File: src/rtl/serializer_pkg.sv
// Shared types and helpers for the bit serializer: FSM state encoding and
// bit-counter sizing.
package serializer_pkg;

  typedef enum logic {
    S_IDLE  = 1'b0,
    S_SHIFT = 1'b1
  } state_t;

  // A one-bit word still needs a one-bit counter, so clamp the width at 1.
  function automatic int unsigned cnt_width(input int unsigned w);
    return (w <= 1) ? 1 : $clog2(w);
  endfunction

endpackage

File: src/rtl/piso_bit_serializer.sv
// Parallel-in/serial-out: a word is accepted via valid/ready and emitted one bit per clock.
// First bit one cycle after acceptance; a one-entry hold register keeps back-to-back words gapless.
module piso_bit_serializer
  import serializer_pkg::*;
#(
  parameter int unsigned WIDTH     = 8,
  parameter bit          MSB_FIRST = 1'b1,
  parameter bit          IDLE_BIT  = 1'b0
) (
  input  logic             clock,
  input  logic             reset,
  input  logic [WIDTH-1:0] in_data,
  input  logic             in_valid,
  output logic             in_ready,
  output logic             serial_out,
  output logic             serial_valid,
  output logic             serial_first,
  output logic             serial_last,
  output logic             busy
);

  localparam int unsigned     CW       = cnt_width(WIDTH);
  localparam logic [CW-1:0]   CNT_LAST = CW'(WIDTH - 1);

  state_t           state_q;
  logic [WIDTH-1:0] shift_q;
  logic [WIDTH-1:0] shift_d;
  logic [WIDTH-1:0] hold_q;
  logic             hold_full_q;
  logic [CW-1:0]    cnt_q;
  logic             first_q;
  logic             accept;

  assign accept = in_valid && !hold_full_q;

  always_comb begin
    shift_d = MSB_FIRST ? (shift_q << 1) : (shift_q >> 1);
  end

  always_ff @(posedge clock) begin
    if (reset) begin
      state_q     <= S_IDLE;
      hold_full_q <= 1'b0;
      cnt_q       <= '0;
      first_q     <= 1'b0;
    end else begin
      case (state_q)
        S_IDLE: begin
          first_q <= 1'b0;
          if (accept) begin
            shift_q <= in_data;
            cnt_q   <= CNT_LAST;
            first_q <= 1'b1;
            state_q <= S_SHIFT;
          end
        end
        S_SHIFT: begin
          if (cnt_q != '0) begin
            shift_q <= shift_d;
            cnt_q   <= cnt_q - 1'b1;
            first_q <= 1'b0;
            if (accept) begin
              hold_q      <= in_data;
              hold_full_q <= 1'b1;
            end
          end else if (hold_full_q) begin
            // Last bit going out: refill from the hold register without a bubble.
            shift_q     <= hold_q;
            hold_full_q <= 1'b0;
            cnt_q       <= CNT_LAST;
            first_q     <= 1'b1;
          end else if (accept) begin
            shift_q <= in_data;
            cnt_q   <= CNT_LAST;
            first_q <= 1'b1;
          end else begin
            first_q <= 1'b0;
            state_q <= S_IDLE;
          end
        end
        default: begin
          state_q <= S_IDLE;
        end
      endcase
    end
  end

  assign in_ready     = !hold_full_q;
  assign serial_valid = (state_q == S_SHIFT);
  assign serial_first = first_q;
  assign serial_last  = serial_valid && (cnt_q == '0);
  assign serial_out   = serial_valid ? (MSB_FIRST ? shift_q[WIDTH-1] : shift_q[0]) : IDLE_BIT;
  assign busy         = (state_q != S_IDLE) || hold_full_q;

endmodule

File: config.mk
export PLATFORM = sky130hd
export DESIGN_NAME = piso_bit_serializer
export DESIGN_NICKNAME = d
export VERILOG_FILES = /design/src/rtl/serializer_pkg.sv /design/src/rtl/piso_bit_serializer.sv
export SDC_FILE = /design/constraint.sdc
export NUM_CORES = 1
export LEC_CHECK = 0
export CORE_MARGIN = 2
export CORE_UTILIZATION = 50
export DETAILED_ROUTE_END_ITERATION = 10
export PLACE_DENSITY = 0.77
export REMOVE_ABC_BUFFERS = 1
export SYNTH_ARGS = -nofsm -noshare
export SYNTH_HDL_FRONTEND = slang
export SYNTH_SLANG_ARGS = --single-unit
export TNS_END_PERCENT = 1
File: constraint.sdc
create_clock -name clock -period 3.6 [get_ports clock]
set_clock_uncertainty 0.1 [all_clocks]
set_input_delay 0.54 -clock clock [delete_from_list [all_inputs] [get_ports clock]]
set_output_delay 0.54 -clock clock [all_outputs]
set_load 0.02 [all_outputs]
; Word-level counts from Yosys, hierarchy flattened
; Index checks and enable logic that the tools add are counted.
[totals]
register_bits = 22
in_bits = 11
output_inout_bits = 6
elab_cells = 35
[op_classes]
add_sub_neg = 1
eq_ne = 1
muxes = 17
n_bitwise = 2
reduce_logical = 8
[ops]
columns = operator, n
row1 = 2-to-1 mux 8 bit, 3
row2 = one-hot mux 8 bit (2 select lines), 1
row3 = 2-to-1 mux 3 bit, 3
row4 = 2-to-1 mux 1 bit, 7
row5 = one-hot mux 3 bit (2 select lines), 1
row6 = one-hot mux 1 bit (2 select lines), 2
row7 = AND reduction 4 bit, 1
row8 = logical NOT 3 bit, 1
row9 = nonzero test 3 bit, 1
row10 = subtractor 3 x 1 -> 3 bit (second input constant), 1
row11 = logical AND 1 bit, 2
row12 = inequality test 2 bit (second input constant), 1
row13 = NOT 1 bit, 2
row14 = AND reduction 2 bit, 1
row15 = logical NOT 1 bit, 1
row16 = logical OR 1 bit, 1

; Depth between registers and ports, before layout
; Gate-level depths: netlist of the first run.
[logic_depth]
ltp_word = 6
mapped_depth = 6
ltp_nobuf = 5

; Worst setup path after synthesis of the first run
; Ideal clock, no wire load.
[synth_path]
kind = reg-to-reg
from = register cnt_q[0]
to = register hold_q[0], enable pin
setup_time_ns = 0.395
t_arrival_ns = 1.818
required_ns = 3.105
setup_slack_ns = 1.287
stages_incl_launch_ff = 6
path_buffers = 1
synth_period_minus_slack_ns = 2.313
path_cell_list = dfxtp_1 inv_1 ha_1 nor2b_1 buf_2 nor4_1
[synth_via]
elab_chain_cells = 2
[synth_lines]
columns = element, line_no
row1 = start: declaration, piso_bit_serializer.sv:30  ; logic [CW-1:0] cnt_q;
row2 = start signal: assignment, piso_bit_serializer.sv:60  ; cnt_q <= cnt_q - 1'b1;
row3 = nonzero test 3 bit, piso_bit_serializer.sv:58  ; if (cnt_q != '0) begin
row4 = AND reduction 4 bit (no source line), -
row5 = end signal: assignment, piso_bit_serializer.sv:63  ; hold_q <= in_data;
row6 = end: declaration, piso_bit_serializer.sv:28  ; logic [WIDTH-1:0] hold_q;
; No other way between the ends.
; A chain may end at the register's enable or synchronous reset.

; Worst setup path in the final report of the first run
[layout_path]
from = register state_q, in the netlist serial_valid
to = output serial_last
[layout_via]
elab_chain_cells = 1
[layout_lines]
columns = element, line_no
row1 = start: declaration, piso_bit_serializer.sv:25  ; state_t state_q;
row2 = start signal: assignment, piso_bit_serializer.sv:42  ; state_q <= S_IDLE;
row3 = start signal: assignment, piso_bit_serializer.sv:54  ; state_q <= S_SHIFT;
row4 = start signal: assignment, piso_bit_serializer.sv:78  ; state_q <= S_IDLE;
row5 = logical AND 1 bit, piso_bit_serializer.sv:91  ; assign serial_last = serial_valid && (cnt_q == '0);
row6 = end: declaration, piso_bit_serializer.sv:18  ; output logic serial_last,
; No other way between the ends.

==> results of run 1 <==
Yosys cell counts:
cell type / count
nor2_1: 4
nor4bb_1: 1
clkbuf_1: 1
mux2i_1: 1
o211ai_1: 1
a21oi_1: 3
o21ai_2: 1
buf_2: 3
a31oi_1: 1
a211oi_1: 1
nor4_1: 1
nand2b_1: 3
a221oi_2: 2
a2111o_1: 1
nand2_1: 18
nand3b_1: 1
edfxtp_1: 16
buf_6: 1
nand3_1: 1
ha_1: 2
o22ai_1: 7
inv_1: 4
nor3b_1: 1
nor3_1: 1
nand4_1: 1
o21ai_1: 1
a32oi_1: 7
and2_1: 1
dfxtp_1: 6
buf_4: 2
inv_2: 1
nor2b_1: 2
placed cells by master (no fill, tap or decap), types with 4 or more instances in the layout:
cell type        count
a32oi_1              7
clkdlybuf4s50_1     16
dfxtp_1              6
edfxtp_1            16
inv_1                4
nand2_1             18
nor2_1               4
o22ai_1              7
per-stage QoR:
step,worst slack (ns),std cells,hold slack (ns)
2_1_floorplan,1.343,90,0.3424
3_3_place_gp,1.028,134,0.3724
3_5_place_dp,1.007,134,0.3780
4_1_cts,0.9502,138,0.4026
5_1_grt,0.7975,138,0.4152
6_report,0.9596,138,0.3982
worst paths after layout:
kind                  to  slack (ns)          from  cells past startpoint
min             cnt_q[0]        0.40      cnt_q[0]                      1
max          serial_last        0.96  serial_valid                      3
max reg2reg    hold_q[0]        1.32      cnt_q[0]                      5
min reg2reg     cnt_q[0]        0.40      cnt_q[0]                      1
cell families (layout without fill, tap and decap cells):
| logic type | after synthesis | count (layout) | synth area share [%] |
|---|---|---|---|
| flip-flops | 22 | 22 | 56.47 |
| adder cells (fa/ha/maj) | 2 | 2 | 2.353 |
| AND/OR/NAND/NOR | 35 | 35 | 15.76 |
| AO/OA/AOI/OAI | 25 | 25 | 18.47 |
| multiplexers | 1 | 1 | 0.9412 |
| buffers and inverters | 12 | 26 | 5.998 |
routing by layer:
layer	global-route usage [%]	vias to the layer above	wire length, um
met1	27.68	390	949
met4	5.093	0	14
li1	-	394	-
met2	28.95	36	1052
met5	0	-	0
met3	2.424	2	158
final cells by class:
cell class                 instances  area (um2)
multi-input combinational         63       399.1
timing repair buffer              17       167.7
inverter                           5       18.77
fill                             167       735.7
sequential                        22       600.6
clock buffer                       4       26.28
tap                               27       33.78
registers in the layout, summed over array words and instances (netlist names):
signal,flops
hold_q,8
shift_q,8
cnt_q,3
hold_full_q,1
serial_first,1
serial_valid,1
power groups by stage:
| stage | Combinational (mW) | Clock [mW] | Sequential [mW] |
|---|---|---|---|
| 6_report | 0.137 | 0.113 | 0.323 |
| 5_1_grt | 0.150 | 0.124 | 0.326 |
| 4_1_cts | 0.136 | 0.115 | 0.322 |
| 3_5_place_dp | 0.135 | 0 | 0.328 |
| 3_3_place_gp | 0.132 | 0 | 0.327 |
| 2_1_floorplan | 0.0872 | 0 | 0.324 |
critical path, stage by stage, from the launching register on:
cell and delay [ns]:
dfxtp_1 0.74, inv_2 0.15, nor2_1 0.19, clkdlybuf4s50_1 0.63
==> impl_metrics.env, run 1 <==
export IMPL_cp_start_kind="register"
export IMPL_ys_ff_latch=22
export IMPL_cts_max_level=1
export IMPL_worst_slew_pin_transition_ns=0.7808
export IMPL_drt_iter0_drc=29
export IMPL_clock_sinks=22
export IMPL_final_area_mm2=0.001246
export IMPL_synth_area_top_cells="edfxtp_1 (45%), dfxtp_1 (11%), nand2_1 (6.4%)"
export IMPL_drv_cap=0
export IMPL_netSwitchingPower_mw=0.1660
export IMPL_cts_resized=0
export IMPL_post_cts_setup_buffers=0
export IMPL_finalCritPeriodShare_pct=73.34
export IMPL_p_total_mw=0.5727
export IMPL_status="complete, no violations"
export IMPL_grt_pass1_vias=766
export IMPL_port_buffers=16
export IMPL_grt_antenna_before_repair=0
export IMPL_synthCells=97
export IMPL_hold_path_class="reg2reg"
export IMPL_required_ns=2.96
export IMPL_firstDrtPassIters=4
export IMPL_antenna_cells=0
export IMPL_drt_total_wl_mm=2.174
export IMPL_cp_max_fo=18
export IMPL_finalHoldViolations=0
export IMPL_seq_power_share_pct=56.3
export IMPL_die_h_um=50.12
export IMPL_synth_yosys_seq_area_share_pct=56.47
export IMPL_cts_hold_buf=0
export IMPL_period_needed_ns=2.640
export IMPL_p_leak_nw=0.4347
export IMPL_yosysTopAreaCell="edfxtp_1"
export IMPL_vias=822
export IMPL_slew_headroom_pct=47.84
export IMPL_grt_ovfl_total=0
export IMPL_comb_power_share_pct=23.9
export IMPL_die_area_mm2=0.002512
export IMPL_p_clk_share_pct=19.8
export IMPL_critPathKind="reg2out"
export IMPL_ys_warn_count=0
export IMPL_drc_errors=0
export IMPL_post_route_util_pct=62.88
export IMPL_wl_per_cell_um=15.75
export IMPL_syn_avg_cell_area_um2=10.96
export IMPL_timing_fmax_mhz=378.7
export IMPL_cts_tree="built"
export IMPL_ant_nets=0
export IMPL_cts_root_buf="clkbuf_4"
export IMPL_grt_max_degree=19
export IMPL_setup_viol=0
export IMPL_final_setup_tns_ns=0
export IMPL_peakVddDrop_uv=225.3
export IMPL_drive_gt1_share_pct=7.207
export IMPL_vias_per_cell=5.957
export IMPL_rows=16
export IMPL_intPower_mw=0.4067
export IMPL_clk_path_buf_depth=2
export IMPL_start_util_pct=53.66
export IMPL_drv_slew=0
export IMPL_grt_usage_pct=18.82
export IMPL_gp_congestion=0.8422
export IMPL_syn2layout_area_growth_pct=17.18
export IMPL_synth_cell_type_count=32
export IMPL_arrival_ns=2.00
export IMPL_grt_pass1_wl_mm=3.657
export IMPL_numCtsBuffers=3
export IMPL_die_w_um=50.12
export IMPL_fin_nets=125
export IMPL_placed_area_mm2=0.001220
export IMPL_syn_area_mm2=0.001064
export IMPL_io_pins=17
export IMPL_rsz0062_at_grt="false"
export IMPL_clock_latency_ns=0.30
export IMPL_power_switching_share_pct=28.99
export IMPL_powerDensity_mw_per_mm2=459.6
export IMPL_dp_hpwl_mm=1.502
export IMPL_coreArea_mm2=0.001982
export IMPL_clk_pin_slew_ns=0.11
export IMPL_worstSetupEndpointType="primary output"
export IMPL_synth_top_area_share_pct=45.18
Power figures use the tool's default switching activity.
==> inputs of run 2 (changes only) <==
CORE_UTILIZATION = 46   (was 50)
PLACE_DENSITY = 0.75   (was 0.77)
clock period = 2.4 ns   (was 3.6 ns; I/O delays follow)
==> run 2 against run 1 <==
Against the previous run:
- clock-buffer cell count unchanged
- first-iteration DRC count down 17%
- register-to-register slack worse by 0.85 ns
- final area up 2.7%
- sequential share of layout area down 1.3 points
- core utilization down 4.5 points
- clock power up 48%
- highest routed layer unchanged
==> impl_metrics.env, run 2 (synthesis results as in run 1) <==
export IMPL_fillerInstances=195
export IMPL_hold_path_class="reg2reg"
export IMPL_critPathKind="reg2out"
export IMPL_cts_hold_buf=0
export IMPL_cts_root_buf="clkbuf_4"
export IMPL_reg_top3="hold_q x8, shift_q x8, cnt_q x3"
export IMPL_final_seq_area_um2=600.6
export IMPL_most_common_layout_cells="nand2_1 (18), edfxtp_1 (16), clkdlybuf4s50_1 (15)"
export IMPL_final_common_cell="nand2_1"
export IMPL_firstDrtPassIters=4
export IMPL_clock_latency_ns=0.30
export IMPL_placed_cells=139
export IMPL_period_needed_ns=2.182
export IMPL_slew_headroom_pct=66.34
export IMPL_required_ns=1.94
export IMPL_finalCritPeriodShare_pct=90.92
export IMPL_finalHoldViolations=0
export IMPL_final_setup_tns_ns=0
export IMPL_dr_wl_met2_mm=1.110
export IMPL_grt_antenna_before_repair=0
export IMPL_drv_cap=0
export IMPL_grt_max_degree=13
export IMPL_die_w_um=52.09
export IMPL_powerDensity_mw_per_mm2=680.2
export IMPL_instances_no_fill=143
export IMPL_clk_path_buf_depth=2
export IMPL_wl_met1_mm=1.037
export IMPL_rows=17
export IMPL_cp_max_fo=10
export IMPL_drt_iter0_drc=24
export IMPL_wl_met3_um=140
export IMPL_clk_pin_slew_ns=0.12
export IMPL_grt_usage_pct=18.38
export IMPL_coreArea_mm2=0.002191
export IMPL_setup_ws_ns=0.2179
export IMPL_timing_fmax_mhz=458.3
export IMPL_vias_per_cell=5.853
export IMPL_antenna_cells=0
export IMPL_arrival_ns=1.72
export IMPL_fin_nets=129
export IMPL_grt_pass1_wl_mm=3.739
export IMPL_worst_slew_pin_transition_ns=0.5049
export IMPL_start_util_pct=48.54
export IMPL_wl_per_cell_um=16.15
export IMPL_peakVddDrop_uv=393.8
export IMPL_cts_tree="built"
export IMPL_status="complete, no violations"
export IMPL_drt_total_wl_mm=2.309
export IMPL_ant_nets=0
export IMPL_p_leak_nw=0.4715
export IMPL_io_pins=17
export IMPL_port_buffers=16
export IMPL_syn2layout_area_growth_pct=20.35
export IMPL_die_area_mm2=0.002713
export IMPL_drc_errors=0
export IMPL_dp_hpwl_mm=1.647
export IMPL_grt_ovfl_total=0
export IMPL_drv_slew=0
export IMPL_multi_input_area_um2=399.1
export IMPL_die_h_um=52.09
export IMPL_pre_cts_ws_ns=0.3042
export IMPL_routed_top_layer="met4"
export IMPL_cts_max_level=1
export IMPL_setup_viol=0
export IMPL_cp_start_kind="register"
export IMPL_grt_pass1_vias=847
export IMPL_numCtsBuffers=3
export IMPL_gp_congestion=0.8750
export IMPL_rsz0062_at_grt="false"
export IMPL_drive_gt1_share_pct=10.43
export IMPL_clock_sinks=22
export IMPL_worstSetupEndpointType="primary output"
export IMPL_vias=837
## run 2: area by class of cell
type | instances | share of cell area, %
Clock buffer | 4 | 2.053
Inverter | 5 | 1.466
Multi-Input combinational cell | 63 | 31.18
Sequential cell | 22 | 46.92
Tap cell | 28 | 2.737
Timing Repair Buffer | 21 | 15.64
## run 2: critical path, cell delays in order (launching register included)
cell	delay, ns
dfxtp_1	0.57
buf_4	0.24
clkdlybuf4s50_1	0.62
## run 2: path summary, 6_finish.rpt
path / startpoint / end / slack (ns) / cells after the start
worst max-delay path: serial_valid / serial_valid / 0.22 / 2
worst max register to register: cnt_q[0] / hold_q[6] / 0.47 / 6
worst min register to register: cnt_q[2] / cnt_q[2] / 0.43 / 2
worst min-delay path: cnt_q[2] / cnt_q[2] / 0.43 / 2
## run 2: per-layer routing
| layer | vias up | track usage (%) |
|---|---|---|
| li1 | 407 | - |
| met1 | 394 | 24.81 |
| met2 | 32 | 29.96 |
| met3 | 4 | 2.874 |
| met4 | 0 | 6.140 |
| met5 | - | 0 |
## run 2: power by group
part	total (mW)	internal [mW]	switching [mW]
sequential	0.481	0.452	0.0286
clock	0.167	0.0646	0.102
combinational	0.223	0.103	0.119
## run 2: through the flow
stage / instance area, um2 / utilization, % / hold slack (ns) / power [mW]
floorplan: 1018 / - / 0.3262 / 0.6175
global placement: 1251 / 57.11 / 0.3771 / 0.7027
detailed placement: 1251 / 57.11 / 0.3898 / 0.7118
CTS: 1277 / 58.31 / 0.4069 / 0.8773
global route: 1280 / 58.42 / 0.4319 / 0.9170
finish: 1280 / 58.42 / 0.4253 / 0.8706
## run 2: timing repair
action                     4_1_cts  5_1_grt
setup endpoints to repair        0        1
resized for setup                0        1
setup buffers                    0        0
==> inputs of run 3 (changes only) <==
CORE_MARGIN = unset   (was 2)
==> run 3 against run 2 <==
Against the previous run:
- total power is 13% higher
- core utilization is 1.1 points higher
- wire length is 2.2% lower
- fmax fell by 5.5%
- final area is 1.9% higher
- critical path depth increased by 3
- first-iteration DRC count down 29%
- non-clock buffer count did not move
- via count is 0.84% lower
- setup slack worse by 0.13 ns
- critical path type unchanged
- clock power increased by 68%
- register-to-register slack worse by 0.02 ns
- largest cell class unchanged
==> impl_metrics.env, run 3 (synthesis results as in run 1) <==
export IMPL_clock_latency_ns=0.30
export IMPL_seq_power_share_pct=48.9
export IMPL_clk_pin_slew_ns=0.12
export IMPL_syn2layout_area_growth_pct=22.59
export IMPL_hold_path_class="reg2reg"
export IMPL_fin_nets=129
export IMPL_final_setup_tns_ns=0
export IMPL_start_util_pct=48.54
export IMPL_rsz0062_at_grt="false"
export IMPL_drv_cap=0
export IMPL_gp_congestion=0.7609
export IMPL_die_area_mm2=0.002509
export IMPL_io_pins=17
export IMPL_cts_max_level=1
export IMPL_die_h_um=50.09
export IMPL_ant_nets=0
export IMPL_wl_per_cell_um=15.79
export IMPL_cts_tree="built"
export IMPL_peakVddDrop_uv=401.1
export IMPL_grt_pass1_vias=824
export IMPL_setup_viol=0
export IMPL_grt_usage_pct=20.22
export IMPL_drt_total_wl_mm=2.258
export IMPL_coreArea_mm2=0.002191
export IMPL_fillerInstances=189
export IMPL_p_leak_nw=0.4674
export IMPL_r2r_slack_ns=0.45
export IMPL_required_ns=1.94
export IMPL_clock_sinks=22
export IMPL_grt_ovfl_total=0
export IMPL_period_needed_ns=2.309
export IMPL_arrival_ns=1.85
export IMPL_finalHoldViolations=0
export IMPL_cp_max_fo=5
export IMPL_p_total_mw=0.9830
export IMPL_clk_path_buf_depth=2
export IMPL_rows=17
export IMPL_critical_path_max_stage_delay_ns=0.62
export IMPL_grt_antenna_before_repair=0
export IMPL_slew_headroom_pct=63.71
export IMPL_finalCritPeriodShare_pct=96.20
export IMPL_drv_slew=0
export IMPL_timing_fmax_mhz=433.1
export IMPL_whs_ns=0.3901
export IMPL_drt_iter0_drc=17
export IMPL_critPathKind="reg2out"
export IMPL_crit_family="buffers and inverters"
export IMPL_antenna_cells=0
export IMPL_netSwitchingPower_mw=0.2588
export IMPL_status="complete, no violations"
export IMPL_power_switching_share_pct=26.33
export IMPL_final_common_cell="nand2_1"
export IMPL_drive_gt1_share_pct=11.30
export IMPL_powerDensity_mw_per_mm2=754.0
export IMPL_intPower_mw=0.7241
export IMPL_crit_buf_inv=2
export IMPL_die_w_um=50.09
export IMPL_grt_pass1_wl_mm=3.808
export IMPL_vias_per_cell=5.804
export IMPL_worstSetupEndpointType="primary output"
export IMPL_p_clk_share_pct=28.5
export IMPL_comb_power_share_pct=22.6
export IMPL_dp_hpwl_mm=1.580
export IMPL_drc_errors=0
export IMPL_cts_hold_buf=0
export IMPL_worst_slew_pin_transition_ns=0.5443
export IMPL_cts_resized=0
export IMPL_cts_root_buf="clkbuf_4"
export IMPL_port_buffers=16
export IMPL_grt_max_degree=14
export IMPL_post_cts_setup_buffers=0
export IMPL_firstDrtPassIters=4
export IMPL_vias=830
export IMPL_cp_start_kind="register"
export IMPL_path_cells="inv_1 > ha_1 > nand2b_1 > nor2_1 > clkdlybuf4s50_1"
export IMPL_crit_slowest_cell="clkdlybuf4s50_1"
export IMPL_most_common_layout_cells="nand2_1 (18), edfxtp_1 (16), clkdlybuf4s50_1 (16)"
export IMPL_reg_top3="hold_q x8, shift_q x8, cnt_q x3"
export IMPL_numCtsBuffers=3
## run 3: power by group through the flow
stage	Clock, mW	Combinational [mW]	Sequential, mW
6_report	0.281	0.222	0.481
3_3_place_gp	0	0.214	0.487
5_1_grt	0.299	0.246	0.486
4_1_cts	0.288	0.221	0.480
3_5_place_dp	0	0.220	0.489
2_1_floorplan	0	0.131	0.487
## run 3: through the flow
stage | util [%] | worst slack, ns | instances | cell area, um2
after floorplan | - | 0.1431 | 90 | 1018
after global placement | 57.11 | 0.4695 | 139 | 1251
after detailed placement | 57.11 | 0.4361 | 139 | 1251
after CTS | 59.51 | 0.07943 | 143 | 1304
after global routing | 59.51 | 0.01364 | 143 | 1304
final | 59.51 | 0.09116 | 143 | 1304
## run 3: worst register-to-register path: stages (launching register included)
cell and delay, ns:
dfxtp_1 0.38, inv_1 0.08, ha_1 0.25, nor2b_1 0.18, buf_4 0.18, nor4_1 0.26
buf_4 0.23
## run 3: metal layers
metal / wire length [um] / track usage (%) / vias to the layer above
li1: - / - / 404
met4: 10 / 6.190 / 0
met1: 1063 / 26.95 / 411
met5: 0 / 0 / -
met3: 81 / 2.469 / 2
met2: 1101 / 33.78 / 13
## run 3: worst paths after layout
path / start / end / depth (start not counted)
worst max register to register: cnt_q[0] / hold_q[1] / 6
worst max-delay path: cnt_q[0] / serial_last / 5
worst min-delay path: cnt_q[0] / cnt_q[0] / 1
worst min register to register: cnt_q[0] / cnt_q[0] / 1
## run 3: cell type report
type                            instances  area [um2]  area share (%)
Clock buffer                            3       22.52           1.727
Clock inverter                          1       30.03           2.303
Inverter                                5       18.77           1.440
Multi-Input combinational cell         63       399.1           30.61
Sequential cell                        22       600.6           46.07
Tap cell                               28       35.03           2.687
Timing Repair Buffer                   21       197.7           15.16
